## src/rtl/fifo_arb_pkg.sv

```systemverilog
// Shared types and helpers for the FIFO read-port arbiter.
package fifo_arb_pkg;

    typedef enum logic [1:0] {
        IDLE,
        XFER,
        DRAIN
    } arb_state_e;

    function automatic int clog2_min1(input int n);
        return (n <= 2) ? 1 : $clog2(n);
    endfunction

endpackage

```

## src/rtl/rr_pick.sv

```systemverilog
// Combinational round-robin selector: first asserted request at or after ptr_i, wrapping.
module rr_pick
    import fifo_arb_pkg::*;
#(
    parameter int NREQ = 4,
    parameter int IDW  = clog2_min1(NREQ)
) (
    input  logic [NREQ-1:0] req_i,
    input  logic [IDW-1:0]  ptr_i,
    output logic [NREQ-1:0] onehot_o,
    output logic [IDW-1:0]  idx_o,
    output logic            any_o
);

    always_comb begin
        int unsigned    cand;
        logic [IDW-1:0] cidx;
        onehot_o = '0;
        idx_o    = '0;
        any_o    = 1'b0;
        cand     = 0;
        cidx     = '0;
        for (int unsigned i = 0; i < NREQ; i++) begin
            cand = 32'(ptr_i) + i;
            if (cand >= NREQ) cand = cand - NREQ;
            cidx = cand[IDW-1:0];
            if (!any_o && req_i[cidx]) begin
                any_o          = 1'b1;
                idx_o          = cidx;
                onehot_o[cidx] = 1'b1;
            end
        end
    end

endmodule

```

## src/rtl/fifo_rd_arbiter.sv

```systemverilog
// Round-robin burst arbiter sharing one FIFO read port among NREQ consumers (rclk domain).
// Optional empty-stall abort enabled by defining FIFO_RD_TIMEOUT_EN.
module fifo_rd_arbiter
    import fifo_arb_pkg::*;
#(
    parameter int NREQ       = 4,
    parameter int DATA_WIDTH = 8,
    parameter int BURST_W    = 4,
    parameter int TIMEOUT    = 64
) (
    input  logic                         rclk,
    input  logic                         rrst,
    input  logic [NREQ-1:0]              req,
    input  logic [NREQ*BURST_W-1:0]      req_len,
    input  logic                         fifo_empty,
    input  logic [DATA_WIDTH-1:0]        fifo_rdata,
    output logic                         fifo_rd,
    output logic [NREQ-1:0]              gnt,
    output logic [DATA_WIDTH-1:0]        out_data,
    output logic                         out_valid,
    output logic [clog2_min1(NREQ)-1:0]  out_id,
    input  logic                         out_ready,
    output logic [NREQ-1:0]              done,
    output logic                         aborted
);

    localparam int IDW = clog2_min1(NREQ);

    if (NREQ < 2 || TIMEOUT < 1) begin : g_bad_cfg
        $error("fifo_rd_arbiter: NREQ must be >= 2 and TIMEOUT >= 1");
    end

    arb_state_e            state_q, state_d;
    logic [IDW-1:0]        id_q, id_d, rr_ptr_q, rr_ptr_d;
    logic [NREQ-1:0]       gnt_q, gnt_d;
    logic [BURST_W-1:0]    rem_q, rem_d;
    logic [DATA_WIDTH-1:0] data_q, data_d;
    logic                  valid_q, valid_d;
    logic                  abort_q, abort_d;
    logic                  stall_hit;
    logic                  drain_fire;
    logic [NREQ-1:0]       pick_onehot;
    logic [IDW-1:0]        pick_idx;
    logic                  pick_any;

    rr_pick #(
        .NREQ (NREQ),
        .IDW  (IDW)
    ) u_pick (
        .req_i    (req),
        .ptr_i    (rr_ptr_q),
        .onehot_o (pick_onehot),
        .idx_o    (pick_idx),
        .any_o    (pick_any)
    );

`ifdef FIFO_RD_TIMEOUT_EN
    localparam int STALL_W = $clog2(TIMEOUT + 1);
    logic [STALL_W-1:0] stall_q;

    always_ff @(posedge rclk) begin
        if (rrst || state_q != XFER || fifo_rd) stall_q <= '0;
        else if (fifo_empty)                    stall_q <= stall_q + 1'b1;
    end

    // Fires on the TIMEOUT-th consecutive empty cycle so DRAIN follows immediately.
    assign stall_hit = (state_q == XFER) && fifo_empty && (stall_q == STALL_W'(TIMEOUT - 1));
`else
    assign stall_hit = 1'b0;
`endif

    always_ff @(posedge rclk) begin
        if (rrst) begin
            state_q  <= IDLE;
            id_q     <= '0;
            rr_ptr_q <= '0;
            gnt_q    <= '0;
            rem_q    <= '0;
            data_q   <= '0;
            valid_q  <= 1'b0;
            abort_q  <= 1'b0;
        end else begin
            state_q  <= state_d;
            id_q     <= id_d;
            rr_ptr_q <= rr_ptr_d;
            gnt_q    <= gnt_d;
            rem_q    <= rem_d;
            data_q   <= data_d;
            valid_q  <= valid_d;
            abort_q  <= abort_d;
        end
    end

    always_comb begin
        int unsigned len_base;
        state_d  = state_q;
        id_d     = id_q;
        rr_ptr_d = rr_ptr_q;
        gnt_d    = gnt_q;
        rem_d    = rem_q;
        data_d   = data_q;
        valid_d  = valid_q;
        abort_d  = abort_q;
        len_base = 32'(pick_idx) * BURST_W;
        unique case (state_q)
            IDLE: begin
                abort_d = 1'b0;
                if (pick_any) begin
                    state_d = XFER;
                    id_d    = pick_idx;
                    gnt_d   = pick_onehot;
                    rem_d   = req_len[len_base +: BURST_W];
                end
            end
            XFER: begin
                if (fifo_rd) begin
                    data_d  = fifo_rdata;
                    valid_d = 1'b1;
                    rem_d   = rem_q - 1'b1;
                    if (rem_q == '0) state_d = DRAIN;
                end else begin
                    if (out_ready) valid_d = 1'b0;
                    if (stall_hit) begin
                        state_d = DRAIN;
                        abort_d = 1'b1;
                    end
                end
            end
            DRAIN: begin
                if (drain_fire) begin
                    valid_d  = 1'b0;
                    abort_d  = 1'b0;
                    state_d  = IDLE;
                    rr_ptr_d = (id_q == IDW'(NREQ - 1)) ? '0 : id_q + 1'b1;
                end
            end
            default: state_d = IDLE;
        endcase
    end

    always_comb begin
        fifo_rd    = (state_q == XFER) && !fifo_empty && (!valid_q || out_ready);
        drain_fire = (state_q == DRAIN) && (!valid_q || out_ready);
        gnt        = (state_q != IDLE) ? gnt_q : '0;
        done       = drain_fire ? gnt_q : '0;
        aborted    = drain_fire && abort_q;
    end

    assign out_data  = data_q;
    assign out_valid = valid_q;
    assign out_id    = id_q;

endmodule

```

## config.mk

```make
export PLATFORM = sky130hd
export DESIGN_NAME = fifo_rd_arbiter
export DESIGN_NICKNAME = d
export VERILOG_FILES = /design/src/rtl/fifo_arb_pkg.sv /design/src/rtl/rr_pick.sv /design/src/rtl/fifo_rd_arbiter.sv
export SDC_FILE = /design/constraint.sdc
export NUM_CORES = 1
export LEC_CHECK = 0
export ABC_CLOCK_PERIOD_IN_PS = 2700
export CAP_MARGIN = 20
export CORE_MARGIN = 1
export CORE_UTILIZATION = 43
export CTS_CLUSTER_SIZE = 28
export DETAILED_ROUTE_END_ITERATION = 6
export GPL_TIMING_DRIVEN = 0
export PLACE_DENSITY = 0.77
export REMOVE_ABC_BUFFERS = 1
export SLEW_MARGIN = 15
export SYNTH_ARGS = -nofsm -noshare
export SYNTH_HDL_FRONTEND = slang
export SYNTH_SLANG_ARGS = --single-unit
```

## constraint.sdc

```tcl
create_clock -name rclk -period 2.7 [get_ports rclk]
set_clock_uncertainty 0.15 [all_clocks]
set_input_delay 0.54 -clock rclk [delete_from_list [all_inputs] [get_ports rclk]]
set_output_delay 0.54 -clock rclk [all_outputs]
set_load 0.005 [all_outputs]
```

# Yosys cells after proc, flatten, opt, wreduce, memory -nomap -nowiden
# Cells that the tools add are included.
[totals]
word_cells = 119
in_bits = 32
ff_bits = 24
out_inout_bits = 21
[classes]
n_lt_le_gt_ge = 12
mux = 48
reduce_logical = 30
shifts = 1
addsub = 9
eq_ne = 8
bitwise = 3
[ops]
columns = ["cell", "n"]
rows = [
  ["$mux 4", 8],
  ["$mux 2", 13],
  ["$shiftx 16x5->4", 1],
  ["$mux 1", 15],
  ["$lt 2x3->1 const B", 4],
  ["$or 4x4->4", 3],
  ["$logic_and 1x1->1", 11],
  ["$ge 3x3->1 const B", 3],
  ["$bmux 1 s2", 4],
  ["$demux 1 s2", 4],
  ["$ge 2x1->1 const B", 4],
  ["$ne 2x2->1 const B", 4],
  ["$pmux 4 s2", 1],
  ["$reduce_and 2->1", 4],
  ["$reduce_bool 2->1", 4],
  ["$sub 2x1->2 const B", 4],
  ["$add 2x2->3 const B", 2],
  ["$pmux 2 s3", 1],
  ["$reduce_and 3->1", 2],
  ["$logic_not 1->1", 5],
  ["$eq 2x2->1 const B", 2],
  ["$logic_not 4->1", 1],
  ["$pmux 1 s2", 2],
  ["$reduce_and 4->1", 1],
  ["8 further kinds", 8],
]

# Longest topological paths before layout
[logic_depth]
ltp_word = 17
ltp_mapped = 10
ltp_nobuf = 8

# Hierarchy
# From an unflattened synthesis, not the netlist that was laid out.
[hier_totals]
cells_unflattened = 174
area_unflattened_um2 = 1574.0
[by_module_without_submodules]
columns = ["mod", "cells_each", "seq_area_each_um2", "instances", "area_per_inst_um2"]
rows = [
  ["fifo_rd_arbiter", 129, 460.4, 1, 1152.4],
  ["rr_pick", 45, 0.0, 1, 421.7],
]

# Least setup slack after synthesis
# No wires, ideal clock.
[synth_path]
path_type = "register to register"
startpoint = "register rr_ptr_q[0]"
endpoint = "register rem_q[2]"
path_stages_with_launch = 10
setup_slack_ns = -0.055
arrival_time_ns = 2.483
setup_ns = 0.122
required_time_ns = 2.428
synth_period_minus_slack_ns = 2.755
n_path_buf = 2
cell_sequence = "dfxtp_1 > buf_2 > inv_1 > ha_1 > buf_2 > nor4_2 > a2111oi_4 > or2_2 > o32a_1 > o32a_1"
[synth_between]
elab_chain_cells = 17
word_cells_on_any_way = 42
classes_between = "add/sub: 7; order compare: 4; eq/ne: 1; shift: 1; mux: 22; reduce/logical: 7"
[synth_lines]
columns = ["element", "line", "source"]
rows = [
  ["from (decl)", "fifo_rd_arbiter.sv:34", "logic [IDW-1:0] id_q, id_d, rr_ptr_q, rr_ptr_d;"],
  ["from (signal assigned)", "fifo_rd_arbiter.sv:85", "rr_ptr_q <= rr_ptr_d;"],
  ["parallel branches: the longest is 17 deep, another holds $add 2x1->3", "n/a", ""],
  ["to (signal assigned)", "fifo_rd_arbiter.sv:87", "rem_q <= rem_d;"],
  ["to (decl)", "fifo_rd_arbiter.sv:36", "logic [BURST_W-1:0] rem_q, rem_d;"],
]
# Several ways; the timed one is not identified. The select of a mux whose other input is x is not followed.
# A chain may end at the register's enable or synchronous reset.

# Final worst setup path
[layout_path]
startpoint = "input fifo_empty"
endpoint = "output fifo_rd"
[layout_between]
elab_chain_cells = 3
[layout_lines]
columns = ["element", "line", "source"]
rows = [
  ["from (decl)", "fifo_rd_arbiter.sv:15", "input logic fifo_empty,"],
  ["$logic_not 1->1", "fifo_rd_arbiter.sv:142", "fifo_rd = (state_q == XFER) && !fifo_empty && (!valid_q || out_ready);"],
  ["$logic_and 1x1->1 (2 in a row)", "fifo_rd_arbiter.sv:142", ""],
  ["to (decl)", "fifo_rd_arbiter.sv:17", "output logic fifo_rd,"],
]
# No other way between the ends.

==> impl_metrics.py <==
metrics = {
    "logic_synthesis": {
        "ys_warn_count": 0,
        "syn_avg_cell_area_um2": 7.77,
        "syn-instance-count": 236,
        "synth.most_common_cell": "nand2_1",
        "synthTopCellsByArea": "dfxtp_1, a21oi_1, ha_1",
        "syn_area_mm2": 0.00183,
        "ys.flop_type": "dfxtp_1",
        "yosysSeqAreaShare": 0.251,
        "ys_seq_elements": 23,
        "yosysUniqueCellTypes": 53,
        "yosysTopAreaCell": "dfxtp_1",
        "synth.top_cells.by_count": "nand2_1, a21oi_1, dfxtp_1",
        "synth_enable_flop_cells": 0,
        "async_flop_share": 0,
        "synth.top_cell.area_share": 0.251,
    },
    "setup_path": {
        "critPathMaxFanout": 2,
        "arrival_ns": 1.92,
        "crit_type": "in2out",
        "crit_required_ns": 2.01,
        "start_kind": "primary input",
        "endpoint_kind": "output pin",
    },
    "route": {
        "vias": 1858,
        "m1WireLength_um": 2030,
        "dr_wl_met2_um": 2230,
        "drc": 0,
        "wl_per_cell_um": 13.3,
        "vias_per_cell": 5.55,
        "top_layer_used": "met4",
        "ant_nets": 0,
        "wl_met3_um": 173,
        "routed_wl_um": 4460,
        "drtIter0Drc": 94,
        "first_pass_iters": 4,
    },
    "global_route": {
        "antenna_found_initial": 0,
        "grt_pass1_vias": 1564,
        "grt_usage": 0.200,
        "grt_start_max_net_pins": 26,
        "grt_pass1_wl_um": 7070,
        "overflow": 0,
    },
    "die": {
        "core_mm2": 0.00406,
        "die_y_um": 67.3,
        "dieWidth_um": 67.3,
        "die_area_mm2": 0.00453,
        "start_util": 0.452,
        "fp-row-count": 23,
        "ioPinCount": 53,
    },
    "sta": {
        "worstMarginPinSlew_ns": 0.872,
        "tns_ns": 0,
        "rsz0062_at_grt": "false",
        "drv_slew": 0,
        "relSlewSlack": 0.417,
        "min_period_ns": 2.61,
        "fin_crit_sh": 0.965,
        "fmax_mhz": 384,
        "worst_slack_ns": 0.0937,
        "setup_violations": 0,
        "hold_viol": 0,
    },
    "pwr": {
        "vdd.ir_drop.worst_mv": 0.214,
        "p_per_area_mw_per_mm2": 405,
        "leakage_nw": 0.918,
    },
    "place": {
        "place_worst_setup_slack_ns": -0.955,
        "place_hpwl_um": 3180,
        "routabilityCongestion": 0.826,
        "dpl.cell_count": 321,
        "port_buffers": 51,
    },
    "clocking": {
        "cts-root-buf": "clkbuf_8",
        "clock_sinks": 23,
        "clk_latency_ns": 0.26,
        "cts_tree": "done",
        "numCtsBuffers": 3,
        "cts_buffer_depth": 2,
        "clkTransAtPathRegs_ns": 0.08,
        "cts.htree.levels": 1,
    },
    "cells_and_area": {
        "num_antenna_cells": 0,
        "synthToLayoutAreaGrowth_pct": 36.4,
        "fin_cells": 335,
        "nNetsFinal": 327,
        "post_route_cells_drive_above_1_share": 0.147,
    },
    "job": {
        "cap_violations": 0,
    },
    "status": {
        "status": "finished, final reports clean",
    },
    "worst_hold_path": {
        "min_path_type": "reg2reg",
    },
}
## kinds of logic (layout without fill, tap and decap cells)
group,count (synthesis),after routing,share of synthesized area
simple gates,94,94,0.257
compound gates,71,71,0.268
flops,23,23,0.251
buf+inv,23,72,0.0614
mux,14,14,0.0942
fa+ha+maj,9,9,0.0614
other cells,1,1,0.00205
xor+xnor,1,1,0.00478
## flip-flops by register name, summed over array words and instances, names as in the netlist
signal and cells:
gnt_q 4, out_id 2, out_data 8, rr_ptr_q 2, rem_q 4, state_q 2
out_valid 1
## what timing repair did
item	CTS	global route
setup buffers	7	3
pin swaps	2	2
setup endpoints to repair	15	4
hold buffers	0	0
resized for setup	18	3
endpoints found under the hold margin	0	0
## final cells by class
class / instances / area (um2)
Inverter: 6 / 33.8
Clock buffer: 4 / 45.0
Tap cell: 50 / 62.6
Sequential cell: 23 / 469
Timing Repair Buffer: 62 / 587
Fill cell: 390 / 1560
Multi-Input combinational cell: 190 / 1300
## where the power goes
| part | leakage (nW) | switching, mW | internal [mW] |
|---|---|---|---|
| Clock | 0.0228 | 0.110 | 0.105 |
| Combinational | 0.704 | 0.183 | 0.205 |
| Sequential | 0.190 | 0.0347 | 0.375 |
## metrics by stage
step	cell area (um2)	hold slack, ns	power (mW)	util
after detailed placement	2330	0.302	0.778	0.574
final	2500	0.309	1.01	0.616
after floorplan	1740	0.297	0.634	-
after global placement	2320	0.291	0.766	0.571
after CTS	2470	0.315	1.01	0.608
after global routing	2500	0.331	1.08	0.616
## worst paths after layout
| path | cells past startpoint | end | from | slack (ns) |
|---|---|---|---|---|
| worst max-delay path | 4 | fifo_rd | fifo_empty | 0.09 |
| worst min-delay path | 2 | out_data[1] | out_data[1] | 0.31 |
| worst max register to register | 8 | rem_q[2] | rr_ptr_q[1] | 0.14 |
| worst min register to register | 2 | out_data[1] | out_data[1] | 0.31 |
## layout by cell type, fill, tap and decap left out, types with 2 or more instances in the layout
master / instances
buf_4: 11
a21oi_1: 24
dfxtp_4: 2
ha_1: 8
inv_1: 4
mux2i_1: 8
a21boi_0: 2
a21oi_2: 2
dfxtp_1: 20
clkbuf_8: 3
and2_1: 4
nor4_2: 2
clkdlybuf4s50_1: 46
or3_1: 2
dlygate4sd2_1: 5
o21ai_0: 12
or2_2: 2
mux2_2: 3
o21bai_1: 2
nand2_1: 26
nand3_1: 6
a211oi_1: 4
nand3b_1: 3
a22oi_1: 6
nor2b_1: 5
nor2_1: 22
nand2b_1: 3
mux4_2: 2
o211ai_1: 4
a21o_1: 2
o32a_1: 2
nor3_1: 6
and3_1: 3
nor4_1: 2
## routing by layer
layer | track usage | vias up
met5 | 0 | -
met4 | 0.0239 | 0
met3 | 0.0253 | 4
met2 | 0.346 | 49
met1 | 0.270 | 863
li1 | - | 942
## worst max-delay path, cell delays in order
cell and delay [ns]:
clkdlybuf4s50_1 0.42, or3_4 0.41, inv_8 0.06, clkdlybuf4s50_1 0.49
No activity file was read; power rests on OpenSTA's default activity.
